--- src/rtl/sseg_pkg.sv ---
// Shared types and constants for the seven-segment scan controller.
//   seg_t          one active-low segment byte: bit 7 dp, bits 6:0 g..a
//   SEG_BLANK      segment byte with every segment off
//   AN_OFF         all-ones anode vector; slice it to the digit count in use
//   DEF_*          default parameter values for the scan controller
package sseg_pkg;

  typedef logic [7:0] seg_t;

  localparam seg_t SEG_BLANK = 8'hFF;

  localparam int AN_MAX = 32;
  localparam logic [AN_MAX-1:0] AN_OFF = '1;

  localparam int DEF_N_DIGITS  = 4;
  localparam int DEF_TICK_DIV  = 50000;
  localparam int DEF_BLANK_CYC = 1;

endpackage

--- src/rtl/sseg_prescaler.sv ---
// Mod-TICK_DIV refresh prescaler for the scan controller.
//   clk, reset_n   clock, asynchronous active-low reset
//   en             count enable
//   clr            synchronous clear (wins over en)
//   cnt            current position inside the digit slot
//   tick           high on the last cycle of a slot while counting
module sseg_prescaler
  import sseg_pkg::*;
#(
  parameter int TICK_DIV = DEF_TICK_DIV,
  localparam int CNT_W = $clog2(TICK_DIV)
) (
  input  logic             clk,
  input  logic             reset_n,
  input  logic             en,
  input  logic             clr,
  output logic [CNT_W-1:0] cnt,
  output logic             tick
);

  assign tick = en && !clr && (cnt == CNT_W'(TICK_DIV - 1));

  always_ff @(posedge clk or negedge reset_n) begin
    if (!reset_n) begin
      cnt <= '0;
    end else if (clr || tick) begin
      cnt <= '0;
    end else if (en) begin
      cnt <= cnt + CNT_W'(1);
    end
  end

endmodule

--- src/rtl/sseg_scan_ctrl.sv ---
// Time-multiplexed scan controller for an N-digit common-anode
// seven-segment display fed from a double-buffered frame register.
//
// Parameters: N_DIGITS digits scanned, TICK_DIV cycles per digit slot,
// BLANK_CYC leading blank cycles per slot (only with SSEG_GHOST_BLANK_EN).
//
// Optional feature: define SSEG_GHOST_BLANK_EN to blank an/sseg for the
// first BLANK_CYC cycles of every slot (removes anode/segment skew ghosting).
//
// Ports:
//   clk, reset_n   clock, asynchronous active-low reset
//   en             scan enable; low turns every digit off
//   frame_data     byte k = active-low segments of digit k
//   frame_valid    producer offers frame_data
//   frame_ready    pending buffer is empty
//   an             registered active-low digit enables
//   sseg           registered active-low segments
//   frame_done     one-cycle pulse after each completed scan
//
// Handshake: a frame transfers on any rising edge where frame_valid and
// frame_ready are both high. frame_ready depends only on internal state
// (pending buffer empty), never on frame_valid; the producer may hold or
// change frame_data freely while frame_ready is low, it is ignored.
module sseg_scan_ctrl
  import sseg_pkg::*;
#(
  parameter int N_DIGITS  = DEF_N_DIGITS,
  parameter int TICK_DIV  = DEF_TICK_DIV,
  parameter int BLANK_CYC = DEF_BLANK_CYC,
  localparam int IDX_W = $clog2(N_DIGITS),
  localparam int CNT_W = $clog2(TICK_DIV)
) (
  input  logic                  clk,
  input  logic                  reset_n,
  input  logic                  en,
  input  logic [8*N_DIGITS-1:0] frame_data,
  input  logic                  frame_valid,
  output logic                  frame_ready,
  output logic [N_DIGITS-1:0]   an,
  output logic [7:0]            sseg,
  output logic                  frame_done
);

  localparam logic [N_DIGITS-1:0] AN_ALL_OFF = AN_OFF[N_DIGITS-1:0];

  logic [CNT_W-1:0]      cnt;
  logic                  tick;
  logic [IDX_W-1:0]      idx_q;
  logic [8*N_DIGITS-1:0] active_q;
  logic [8*N_DIGITS-1:0] pending_q;
  logic                  pend_full_q;

  logic                  wrap;
  logic                  accept;
  logic                  swap;
  logic                  slot_blank;
  logic [N_DIGITS-1:0]   an_d;
  seg_t                  sseg_d;

  // Prescaler is cleared whenever scanning is disabled so a re-enable
  // always starts a fresh slot.
  sseg_prescaler #(
    .TICK_DIV (TICK_DIV)
  ) u_prescaler (
    .clk     (clk),
    .reset_n (reset_n),
    .en      (en),
    .clr     (~en),
    .cnt     (cnt),
    .tick    (tick)
  );

  assign frame_ready = ~pend_full_q;
  assign accept      = frame_valid && !pend_full_q;
  assign wrap        = tick && (idx_q == IDX_W'(N_DIGITS - 1));
  // The active frame only changes at a scan boundary, or at once while the
  // display is dark. Accept needs an empty buffer, swap a full one, so the
  // two never happen on the same edge.
  assign swap        = pend_full_q && (wrap || !en);

`ifdef SSEG_GHOST_BLANK_EN
  assign slot_blank = (cnt < CNT_W'(BLANK_CYC));
`else
  assign slot_blank = 1'b0;
  logic unused_blank;
  assign unused_blank = ^{cnt, 32'(BLANK_CYC)};
`endif

  // Digit index and frame buffers.
  always_ff @(posedge clk or negedge reset_n) begin
    if (!reset_n) begin
      idx_q       <= '0;
      active_q    <= '1;
      pending_q   <= '0;
      pend_full_q <= 1'b0;
    end else begin
      if (!en) begin
        idx_q <= '0;
      end else if (wrap) begin
        idx_q <= '0;
      end else if (tick) begin
        idx_q <= idx_q + IDX_W'(1);
      end

      if (accept) begin
        pending_q   <= frame_data;
        pend_full_q <= 1'b1;
      end else if (swap) begin
        active_q    <= pending_q;
        pend_full_q <= 1'b0;
      end
    end
  end

  // Next output values, derived from the current index and active frame.
  always_comb begin
    an_d   = AN_ALL_OFF;
    sseg_d = SEG_BLANK;
    if (en && !slot_blank) begin
      an_d   = ~(N_DIGITS'(1) << idx_q);
      sseg_d = active_q[{idx_q, 3'b000} +: 8];
    end
  end

  // Registered pin drivers.
  always_ff @(posedge clk or negedge reset_n) begin
    if (!reset_n) begin
      an         <= AN_ALL_OFF;
      sseg       <= SEG_BLANK;
      frame_done <= 1'b0;
    end else begin
      an         <= an_d;
      sseg       <= sseg_d;
      frame_done <= wrap;
    end
  end

endmodule

--- config.mk ---
export PLATFORM = sky130hd
export DESIGN_NAME = sseg_scan_ctrl
export DESIGN_NICKNAME = d
export VERILOG_FILES = /design/src/rtl/sseg_pkg.sv /design/src/rtl/sseg_prescaler.sv /design/src/rtl/sseg_scan_ctrl.sv
export SDC_FILE = /design/constraint.sdc
export NUM_CORES = 1
export LEC_CHECK = 0
export BUFFER_PORTS_ARGS = -buffer_cell sky130_fd_sc_hd__buf_2
export CAP_MARGIN = 20
export CELL_PAD_IN_SITES_DETAIL_PLACEMENT = 1
export CELL_PAD_IN_SITES_GLOBAL_PLACEMENT = 1
export CORE_UTILIZATION = 39
export CTS_CLUSTER_DIAMETER = 40
export DETAILED_ROUTE_END_ITERATION = 8
export GPL_ROUTABILITY_DRIVEN = 0
export PLACE_DENSITY_LB_ADDON = 0.1
export SYNTH_ARGS = -nofsm -noshare
export SYNTH_HDL_FRONTEND = slang
export SYNTH_SLANG_ARGS = --single-unit
--- constraint.sdc ---
create_clock -name clk -period 5.4 [get_ports clk]
set_clock_uncertainty 0.1 [all_clocks]
set_input_delay 1.08 -clock clk [delete_from_list [all_inputs] [get_ports clk]]
set_output_delay 1.08 -clock clk [all_outputs]
set_load 0.005 [all_outputs]
==> flow_results.xml <==
<?xml version="1.0" encoding="UTF-8"?>
<metrics>
  <group name="clock_network">
    <metric name="cts.clk_slew.worst_paths" unit="ns">0.09</metric>
    <metric name="clock_tree.root_cell" unit="">sky130_fd_sc_hd__clkbuf_8</metric>
    <metric name="clock_latency_reported_for_the_late_side_of_the_worst_skew_pair" unit="ns">0.36</metric>
    <metric name="htreeDepth" unit="">3</metric>
    <metric name="tritoncts.num_buffers" unit="">9</metric>
    <metric name="cts_tree" unit="">built</metric>
    <metric name="clock_sink_count" unit="">96</metric>
    <metric name="number_of_buffers_inserted_for_hold_repair_after_clock_tree_synthesis" unit="">0</metric>
    <metric name="postCtsResizedCells" unit="">0</metric>
    <metric name="max-clock-path-buffers" unit="">2</metric>
    <metric name="post-cts-setup-buffers" unit="">0</metric>
  </group>
  <group name="drt">
    <metric name="via_per_inst" unit="">4.894</metric>
    <metric name="final_wirelength" unit="mm">7.306</metric>
    <metric name="final_antenna_net_count" unit="">0</metric>
    <metric name="dr_total_vias" unit="">2271</metric>
    <metric name="drt_drc_violations_left" unit="">0</metric>
    <metric name="initialDrtViolationCount" unit="">46</metric>
    <metric name="routed_wire_length_per_instance" unit="um">15.75</metric>
    <metric name="drtPass1Iterations" unit="">4</metric>
  </group>
  <group name="sta">
    <metric name="max_frequency" unit="GHz">0.4054</metric>
    <metric name="report.final.hold_viol_count" unit="">0</metric>
    <metric name="period_needed" unit="ns">2.467</metric>
    <metric name="setup_violations" unit="">0</metric>
    <metric name="slew_headroom" unit="%">34.01</metric>
    <metric name="tightestPinTransition" unit="ns">0.9877</metric>
    <metric name="grt_setup_unrepaired" unit="">false</metric>
    <metric name="final_min_period_over_clock_period" unit="%">45.68</metric>
    <metric name="slew_violations" unit="">0</metric>
    <metric name="final.setup.tns" unit="ns">0</metric>
    <metric name="setup_ws" unit="ns">2.933</metric>
  </group>
  <group name="setup_path">
    <metric name="worst_setup_path_start_kind" unit="">flip-flop</metric>
    <metric name="end_kind" unit="">flip-flop</metric>
    <metric name="critical_path_arrival" unit="ns">2.65</metric>
    <metric name="critPathMaxStageDelay" unit="ns">0.82</metric>
    <metric name="critical_path_class" unit="">flip-flop to flip-flop</metric>
    <metric name="slowest_stage" unit="">sky130_fd_sc_hd__dfrtp_1</metric>
    <metric name="crit_required" unit="ns">5.58</metric>
    <metric name="largest_fanout_on_the_critical_path" unit="">19</metric>
    <metric name="reg2regPathDepth" unit="">5</metric>
    <metric name="worstPathCellList" unit="">ha_1 &gt; nand2_1 &gt; o22ai_4 &gt; buf_16 &gt; mux2_2</metric>
  </group>
  <group name="floorplan">
    <metric name="die_boundary_height" unit="um">104.0</metric>
    <metric name="ios" unit="">50</metric>
    <metric name="num_rows" unit="">36</metric>
    <metric name="core_region_area" unit="um2">9910</metric>
    <metric name="initial_utilization" unit="%">40.91</metric>
    <metric name="dieArea" unit="um2">10810</metric>
    <metric name="chipWidth" unit="um">104.0</metric>
  </group>
  <group name="placement">
    <metric name="place_ws" unit="ns">2.547</metric>
    <metric name="port_buffers" unit="">49</metric>
    <metric name="dp_cells" unit="">447</metric>
    <metric name="detailed_place_hpwl" unit="mm">4.922</metric>
  </group>
  <group name="run">
    <metric name="drv_cap" unit="">0</metric>
  </group>
  <group name="finish">
    <metric name="post-route-util" unit="%">46.76</metric>
    <metric name="layout-drive-gt1-share" unit="%">54.98</metric>
    <metric name="antenna-diode-count" unit="">0</metric>
    <metric name="design.final.nets" unit="">367</metric>
    <metric name="instances_no_fill" unit="">464</metric>
    <metric name="flow.area_growth_from_synthesis" unit="%">14.29</metric>
  </group>
  <group name="global_routing">
    <metric name="grtUsageTotal" unit="%">14.93</metric>
    <metric name="grt_overflow" unit="">0</metric>
    <metric name="grt_antenna_before_repair" unit="">0</metric>
    <metric name="grt_first_pass_wirelength" unit="mm">12.55</metric>
    <metric name="grt_start_max_net_pins" unit="">56</metric>
    <metric name="first_global_vias" unit="">2480</metric>
  </group>
  <group name="yosys">
    <metric name="synth_top_area_cell" unit="">sky130_fd_sc_hd__dfrtp_1</metric>
    <metric name="post_synth_most_frequent_cells" unit="">sky130_fd_sc_hd__mux2_2, sky130_fd_sc_hd__dfrtp_1, sky130_fd_sc_hd__dfstp_2, sky130_fd_sc_hd__nor2_1, sky130_fd_sc_hd__xnor2_1</metric>
    <metric name="ys_seq_area_share" unit="%">60.62</metric>
    <metric name="synth_register_bits" unit="">96</metric>
    <metric name="synthDominantCellAreaShare" unit="%">32.10</metric>
    <metric name="post_synth_inst_count" unit="">277</metric>
    <metric name="avgSynthCellArea" unit="um2">14.63</metric>
    <metric name="synth-warning-count" unit="">0</metric>
    <metric name="area_of_the_mapped_netlist" unit="um2">4054</metric>
    <metric name="synthArstFlopShare" unit="%">100.0</metric>
    <metric name="synth-main-ff-cell" unit="">sky130_fd_sc_hd__dfrtp_1</metric>
    <metric name="netlist-cell-type-count" unit="">31</metric>
    <metric name="synth.area.top_cells" unit="">sky130_fd_sc_hd__dfrtp_1, sky130_fd_sc_hd__dfstp_2, sky130_fd_sc_hd__mux2_2, sky130_fd_sc_hd__mux4_2, sky130_fd_sc_hd__xnor2_1</metric>
    <metric name="yosysMostFrequentCell" unit="">sky130_fd_sc_hd__mux2_2</metric>
    <metric name="syn-num-nets" unit="">318</metric>
    <metric name="synth-edff-count" unit="">0</metric>
  </group>
  <group name="power_and_ir_drop">
    <metric name="cellLeakagePower" unit="uW">0.001888</metric>
    <metric name="worst_ir_drop_vdd" unit="uV">183.2</metric>
    <metric name="design_power_total" unit="uW">1819</metric>
    <metric name="powerDensity" unit="nW/um2">392.7</metric>
  </group>
  <group name="run_status">
    <metric name="run_status" unit="">finished, final reports clean</metric>
  </group>
  <group name="min_path">
    <metric name="worst_hold_path.num_cells" unit="">1</metric>
    <metric name="worst_hold_path_type" unit="">flip-flop to flip-flop</metric>
  </group>
</metrics>
-- cell type report --
class	count	area, um2
Clock buffer	11	151.4
Multi-Input combinational cell	161	1503
Fill cell	1047	5276
Sequential cell	96	2457
Tap cell	133	166.4
Inverter	7	26.28
Timing Repair Buffer	51	282.8
Clock inverter	5	46.29
-- final timing paths --
path,start,to,slack (ns)
worst max-delay path,idx_q[0],active_q[17],2.93
worst min-delay path,pending_q[10],active_q[10],0.40
worst max register to register,idx_q[0],active_q[17],2.93
worst min register to register,pending_q[10],active_q[10],0.40
max in group asynchronous,reset_n,active_q[17],3.54
min in group asynchronous,reset_n,u_prescaler.cnt[8],0.65
-- per-stage QoR --
step	instance area (um2)	hold WS [ns]
2_1_floorplan	4054	0.3619
3_3_place_gp	4408	0.3754
3_5_place_dp	4408	0.3816
4_1_cts	4606	0.4087
5_1_grt	4633	0.4284
6_report	4633	0.4006
-- layout by cell type, fill, tap and decap left out, types with 3 or more instances in the layout --
| cell type | count |
|---|---|
| sky130_fd_sc_hd__inv_1 | 7 |
| sky130_fd_sc_hd__xor2_1 | 3 |
| sky130_fd_sc_hd__ha_1 | 5 |
| sky130_fd_sc_hd__xnor2_1 | 11 |
| sky130_fd_sc_hd__nor2_1 | 17 |
| sky130_fd_sc_hd__nand2_1 | 10 |
| sky130_fd_sc_hd__nand4_1 | 6 |
| sky130_fd_sc_hd__mux4_2 | 8 |
| sky130_fd_sc_hd__inv_6 | 3 |
| sky130_fd_sc_hd__nand3_1 | 5 |
| sky130_fd_sc_hd__mux2_1 | 6 |
| sky130_fd_sc_hd__clkbuf_8 | 11 |
| sky130_fd_sc_hd__dfstp_2 | 44 |
| sky130_fd_sc_hd__mux2_2 | 58 |
| sky130_fd_sc_hd__buf_2 | 48 |
| sky130_fd_sc_hd__nor4_1 | 6 |
| sky130_fd_sc_hd__nand2b_1 | 9 |
| sky130_fd_sc_hd__dfrtp_1 | 52 |
-- sequential cells by signal (all words and copies together), names as in the netlist --
signal	flops
sseg	8
pending_q	32
u_prescaler.cnt	16
idx_q	2
frame_done	1
pend_full_q	1
active_q	32
an	4
-- layer usage --
metal | part of all wire (%) | vias to the layer above | track usage [%]
li1 | - | 1066 | -
met1 | 47 | 1163 | 19.73
met2 | 49 | 33 | 24.33
met3 | 2.5 | 9 | 3.008
met4 | 1.3 | 0 | 5.510
met5 | 0 | - | 0
-- worst max-delay path, delay by kind of cell (launching register included) --
family | cells | cell delay [ns]
compound gates | 1 | 0.46
fa+ha+maj | 1 | 0.32
buf+inv | 1 | 0.24
flops | 1 | 0.82
mux | 1 | 0.35
simple gates | 1 | 0.11
-- report_power, final --
part | total (uW) | switching [uW] | internal [uW]
clock | 463 | 261 | 202
combinational | 296 | 102 | 194
sequential | 1060 | 84.9 | 975
-- logic make-up after synthesis --
kind of cell / synth area share, %
DFF: 60.62
muxes: 22.47
and+or+nand+nor: 8.982
buffers and inverters: 2.500
xor gates and xnor gates: 3.025
adders and majority gates: 1.543
AOI/OAI and AO/OA: 0.8644
(Power assumes the default switching activity.)
